### src/rtl/switch_debouncer.sv
// switch_debouncer: 16-bit slide-switch debouncer with two-flop input
// synchronizers and one independent stability counter per bit.
// A new synchronized level is accepted once it differs from O on
// DEBOUNCE_CYCLES consecutive edges. Any return to the accepted level
// clears that bit's count.
// Optional feature macro: SWITCH_DEBOUNCER_EDGE_EN enables the registered
// rise/fall/any_change pulse outputs. When it is undefined, those outputs
// are tied to zero.
module switch_debouncer #(
  parameter int unsigned DEBOUNCE_CYCLES = 1000000,
  parameter int unsigned CNT_W           = 24
) (
  input  logic        clk,
  input  logic        rst,
  input  logic [15:0] I,
  output logic [15:0] O,
  output logic [15:0] rise,
  output logic [15:0] fall,
  output logic        any_change
);

  localparam logic [CNT_W-1:0] CNT_LAST = CNT_W'(DEBOUNCE_CYCLES - 1);

  logic [15:0]      s1_q;
  logic [15:0]      s2_q;
  logic [15:0]      o_q;
  logic [15:0]      o_d;
  logic [CNT_W-1:0] cnt_q [16];
  logic [CNT_W-1:0] cnt_d [16];

  // Two-flop synchronizer ahead of all other logic.
  always_ff @(posedge clk or posedge rst) begin
    if (rst) begin
      s1_q <= '0;
      s2_q <= '0;
    end else begin
      s1_q <= I;
      s2_q <= s1_q;
    end
  end

  // Per-bit stability count and acceptance decision.
  // The comparison uses >= so that a counter can never stick above the limit.
  always_comb begin
    o_d = o_q;
    for (int unsigned i = 0; i < 16; i++) begin
      cnt_d[i] = '0;
      if (s2_q[i] != o_q[i]) begin
        if (cnt_q[i] >= CNT_LAST) begin
          o_d[i] = s2_q[i];
        end else begin
          cnt_d[i] = cnt_q[i] + CNT_W'(1);
        end
      end
    end
  end

  // Counter and debounced-level registers.
  always_ff @(posedge clk or posedge rst) begin
    if (rst) begin
      o_q <= '0;
      for (int unsigned i = 0; i < 16; i++) begin
        cnt_q[i] <= '0;
      end
    end else begin
      o_q <= o_d;
      for (int unsigned i = 0; i < 16; i++) begin
        cnt_q[i] <= cnt_d[i];
      end
    end
  end

  assign O = o_q;

`ifdef SWITCH_DEBOUNCER_EDGE_EN
  logic [15:0] rise_q;
  logic [15:0] fall_q;
  logic        any_q;

  // Edge pulses are derived from next vs current O.
  // Each pulse therefore lines up with the first cycle that shows the new level.
  always_ff @(posedge clk or posedge rst) begin
    if (rst) begin
      rise_q <= '0;
      fall_q <= '0;
      any_q  <= 1'b0;
    end else begin
      rise_q <= o_d & ~o_q;
      fall_q <= ~o_d & o_q;
      any_q  <= |(o_d ^ o_q);
    end
  end

  assign rise       = rise_q;
  assign fall       = fall_q;
  assign any_change = any_q;
`else
  assign rise       = '0;
  assign fall       = '0;
  assign any_change = 1'b0;
`endif

endmodule
### config.mk
export PLATFORM = sky130hd
export DESIGN_NAME = switch_debouncer
export DESIGN_NICKNAME = d
export VERILOG_FILES = /design/src/rtl/switch_debouncer.sv
export SDC_FILE = /design/constraint.sdc
export NUM_CORES = 1
export LEC_CHECK = 0
export ABC_AREA = 0
export BUFFER_PORTS_ARGS = -buffer_cell sky130_fd_sc_hd__buf_2
export CORE_UTILIZATION = 62
export CTS_CLUSTER_SIZE = 24
export DETAILED_ROUTE_END_ITERATION = 7
export PLACE_DENSITY = 0.8
export SLEW_MARGIN = 20
export SYNTH_ARGS = -nofsm -noshare
export SYNTH_HDL_FRONTEND = slang
export SYNTH_SLANG_ARGS = --single-unit
### constraint.sdc
create_clock -name clk -period 16.9 [get_ports clk]
set_input_delay 0.845 -clock clk [delete_from_list [all_inputs] [get_ports clk]]
set_output_delay 0.845 -clock clk [all_outputs]
set_load 0.02 [all_outputs]
==> metrics list <==
- After detailed routing, the number of vias per cell comes to 5.39.
* Setup repair after global routing missed its margin: no
- In the post-synthesis netlist, the cell with the most instances is sky130_fd_sc_hd__dfrtp_1.
- Chip width: 179 µm
* Number of buffer and inverter stages on the critical path: 4
- Total standard cell area after synthesis: 19400 µm²
- Area of the core region: 30700 µm²
- Origin of the critical flop-to-flop path: cnt_q[96]
- Area taken by multi-input logic gates: 8310 µm²
* Maximum VDD drop: 91.1 µV
* Flop and latch count out of synthesis: 432
* Family with the most delay on the worst path: buffers and inverters
- Diodes inserted: 0
* Final wirelength: 32800 µm
- The worst register-to-register path has a depth of 6.
- Number of fill cells: 2172
* CTS tree: built
- The worst hold path belongs to the class reg -> reg.
* Detailed router's first-iteration violation count: 812
* Wire length per cell after detailed routing: 13.7 µm
- Slew @ Worst Pin: 0.933 ns
* Buffer count from post-CTS setup fixing: 0
- After clock tree synthesis, the clock-pin slew on the worst setup and hold paths is 0.06 ns.
* Total negative slack for setup checks: 0 ns
- Of the post-synthesis cell area, the dominant cell type holds 0.558.
- Yosys mapped a number of flops with a built-in enable equal to 0.
- The clock passes through at most 3 buffers.
- The final route contains 12.9k vias.
- In this run the most critical hold path is launched from s1_q[1].
- In this run the worst path has a maximum fanout of 135.
- For this run, the share of the core covered by cells in the final layout is 0.703.
- The number of antenna violations at the first check in global routing was 0.
- The hold violation count in the final report is 0.
- For the worst setup path, the data required time is 17.43 ns.
* Vias in the first global route: 13.0k
- Worst setup slack for register-to-register paths: 14.65 ns
- Num ports: 67
* Minimum period implied by the final worst setup slack: 2.72 ns
- # clock sinks: 432
- The final layout contains 1989 nets.
- The floorplan has 64 rows.
- Sequential element share of the synthesized area: 0.558
- For the worst-skew pair, the clock arrives at the later sink with an insertion delay of 0.55 ns.
- The number of hold buffers added after CTS was 0.
- In the routed design, unresolved DRC markers number 0.
* Number of antenna-violating nets in the routed design: 0
* Maximum number of pins on one net before global-route repair: 136
- The HPWL after detailed placement is 20600 µm.
- The worst setup path is launched from an input port.
* Remaining Overflow, GRT: 0
- Status: complete, no violations
- The die covers 31900 µm².
- Dividing total power by cell area gives a power density of 98.9 nW/µm².
- Gate Count Post-Synth: 1841
- Across every metal layer, demand over resource in global routing totals 0.222.
- Clock root buffer master: sky130_fd_sc_hd__clkbuf_16
* Global-route wire length before repair: 58700 µm
- Initial core utilization: 0.632
- Headroom to the max-slew limit: 0.378
- Data on the critical path arrives at its endpoint at 3.24 ns.
- Post-synthesis cell type with the largest combined area: sky130_fd_sc_hd__dfrtp_1
* Peak clock frequency supported by timing: 368 MHz
- Gates resized during post-CTS repair numbered 0.
- During synthesis, Yosys emitted a total of 0 warnings.
- The endpoint identified for the worst register-to-register timing path is cnt_q[107].
- By startpoint and endpoint, the worst setup path is classified as in -> async.
- For this run, the leading register cell type out of synthesis is sky130_fd_sc_hd__dfrtp_1.
- Number of buffers inserted by port buffering: 33
- Max-slew violations: 0
* Sequence of cells on the critical path: buf_2 > inv_8 > buf_6 > buf_4
* # setup viols final: 0
- Total leakage power: 0.00895 µW
- Weighted congestion at the end of routability-driven global placement: 0.828
- Crit path max-delay cell type: sky130_fd_sc_hd__buf_4
- The worst setup path is captured at an asynchronous set/reset pin.
- Synthesis instantiated 61 different standard cells from the library.
- Die height: 179 µm
- Share of the cycle needed by the critical path after routing: 0.161
- # Max-Cap Violations: 0
- The most critical setup path has its endpoint at cnt_q[359].
* Area growth from synthesis to layout: 11.3%
* Leading post-synthesis cells by instance count: 432 x sky130_fd_sc_hd__dfrtp_1, 384 x sky130_fd_sc_hd__nor2_1, 179 x sky130_fd_sc_hd__xor2_1
* Worst Clk Skew: 0.0236 ns
* Syn_area_per_cell: 10.5 µm²
- Registers take 10800 µm².
- Path length in cells of the critical path: 4
* Biggest area contributors in the synthesized netlist: sky130_fd_sc_hd__dfrtp_1 56%, sky130_fd_sc_hd__xor2_1 8.1%, sky130_fd_sc_hd__nor2_1 7.4%, sky130_fd_sc_hd__xnor2_1 5.3%, sky130_fd_sc_hd__nand3_1 3.4%
* Maximum level of the CTS H-tree: 2
- Number of buffers inserted during clock tree synthesis: 44
- The first detailed-routing pass took 4 iterations.
- FFs w/ async S/R, synth: 1.00
* Worst Setup SP: rst
* Worst path max stage delay: 0.86 ns
* Proportion of layout cells with a drive suffix above 1: 0.0819
cell families (layout without fill, tap and decap cells):
kind of cell / Yosys count / after routing / synth area share
buf+inv: 105 / 158 / 0.0313
mux: 16 / 16 / 0.00930
other cells: 1 / 97 / 0.000194
flops: 432 / 432 / 0.558
compound gates: 64 / 64 / 0.0266
simple gates: 911 / 911 / 0.230
fa+ha+maj: 16 / 16 / 0.0103
xor+xnor: 296 / 296 / 0.134
stage by stage:
stage | hold WS, ns | power [µW] | setup slack [ns] | instances | area, µm²
final | 0.347 | 2130 | 14.18 | 2386 | 21500
after global routing | 0.356 | 2210 | 13.64 | 2386 | 21500
after CTS | 0.348 | 2160 | 13.71 | 2386 | 21500
after detailed placement | 0.335 | 1130 | 13.14 | 2305 | 20000
after global placement | 0.332 | 1130 | 13.23 | 2305 | 20000
after floorplan | 0.331 | 1120 | 4.02 | 1937 | 19700
how the worst min path moves through the flow:
stage          slack (ns)  depth (start not counted)  endpoint
5_1_grt              0.36                          0  s2_q[11]
3_3_place_gp         0.33                          0   s2_q[9]
3_5_place_dp         0.33                          0   s2_q[1]
4_1_cts              0.35                          0   s2_q[1]
6_report             0.35                          0   s2_q[1]
2_1_floorplan        0.33                          0   s2_q[0]
cell usage in the layout (no fill, tap or decap), types with 3 or more instances in the layout:
| master | count |
|---|---|
| sky130_fd_sc_hd__nor4_1 | 30 |
| sky130_fd_sc_hd__nand4_1 | 61 |
| sky130_fd_sc_hd__a211oi_2 | 8 |
| sky130_fd_sc_hd__nor3_1 | 43 |
| sky130_fd_sc_hd__clkbuf_16 | 45 |
| sky130_fd_sc_hd__nor4_2 | 5 |
| sky130_fd_sc_hd__xnor2_1 | 117 |
| sky130_fd_sc_hd__nor2_4 | 9 |
| sky130_fd_sc_hd__clkinv_2 | 8 |
| sky130_fd_sc_hd__inv_1 | 37 |
| sky130_fd_sc_hd__buf_4 | 5 |
| sky130_fd_sc_hd__xor2_1 | 179 |
| sky130_fd_sc_hd__o21ai_0 | 6 |
| sky130_fd_sc_hd__a211o_1 | 5 |
| sky130_fd_sc_hd__or4_1 | 23 |
| sky130_fd_sc_hd__nand3b_1 | 9 |
| sky130_fd_sc_hd__and4_1 | 16 |
| sky130_fd_sc_hd__or3_1 | 5 |
| sky130_fd_sc_hd__and3_1 | 52 |
| sky130_fd_sc_hd__a31oi_1 | 3 |
| sky130_fd_sc_hd__a211oi_1 | 18 |
| sky130_fd_sc_hd__clkbuf_1 | 5 |
| sky130_fd_sc_hd__mux2_1 | 14 |
| sky130_fd_sc_hd__a41oi_1 | 3 |
| sky130_fd_sc_hd__nand2_2 | 6 |
| sky130_fd_sc_hd__a21oi_1 | 7 |
| sky130_fd_sc_hd__ha_1 | 16 |
| sky130_fd_sc_hd__clkbuf_8 | 10 |
| sky130_fd_sc_hd__or2_2 | 7 |
| sky130_fd_sc_hd__and2_1 | 5 |
| sky130_fd_sc_hd__nand2_1 | 108 |
| sky130_fd_sc_hd__bufinv_16 | 6 |
| sky130_fd_sc_hd__conb_1 | 97 |
| sky130_fd_sc_hd__dfrtp_1 | 432 |
| sky130_fd_sc_hd__buf_2 | 33 |
| sky130_fd_sc_hd__nand3_1 | 132 |
| sky130_fd_sc_hd__clkinvlp_4 | 4 |
| sky130_fd_sc_hd__nor2_1 | 384 |
final cells by class:
type | instances | share of cell area
Multi-Input combinational cell | 1400 | 0.386
Tap cell | 396 | 0.0230
Inverter | 38 | 0.00697
Timing Repair Buffer | 39 | 0.00993
Clock inverter | 21 | 0.0132
Clock buffer | 60 | 0.0595
Sequential cell | 432 | 0.502
worst reg2reg max path, cell delays in order (launching register included):
cell,delay (ns)
sky130_fd_sc_hd__dfrtp_1,0.41
sky130_fd_sc_hd__ha_1,0.26
sky130_fd_sc_hd__and4_1,0.23
sky130_fd_sc_hd__a211o_1,0.32
sky130_fd_sc_hd__a211oi_2,0.39
sky130_fd_sc_hd__nand2_2,0.32
sky130_fd_sc_hd__nor2_1,0.24
power breakdown:
group          total, µW  internal (µW)  switching [µW]
Combinational       52.1           9.77            42.3
Clock               1020            626             396
Sequential          1060           1050            7.00
Total               2130           1690             445
layer usage:
metal | track usage | vias up | share of wire
met5 | 0 | - | 0
met3 | 0.0318 | 53 | 0.032
li1 | - | 6331 | -
met1 | 0.301 | 6279 | 0.45
met4 | 0.0618 | 0 | 0.018
met2 | 0.374 | 197 | 0.50
sequential cells by signal, summed over array words and instances (netlist names):
register and count:
cnt_q 384, O 16, s1_q 16, s2_q 16
Note: power is estimated with default switching activity, not from simulation.
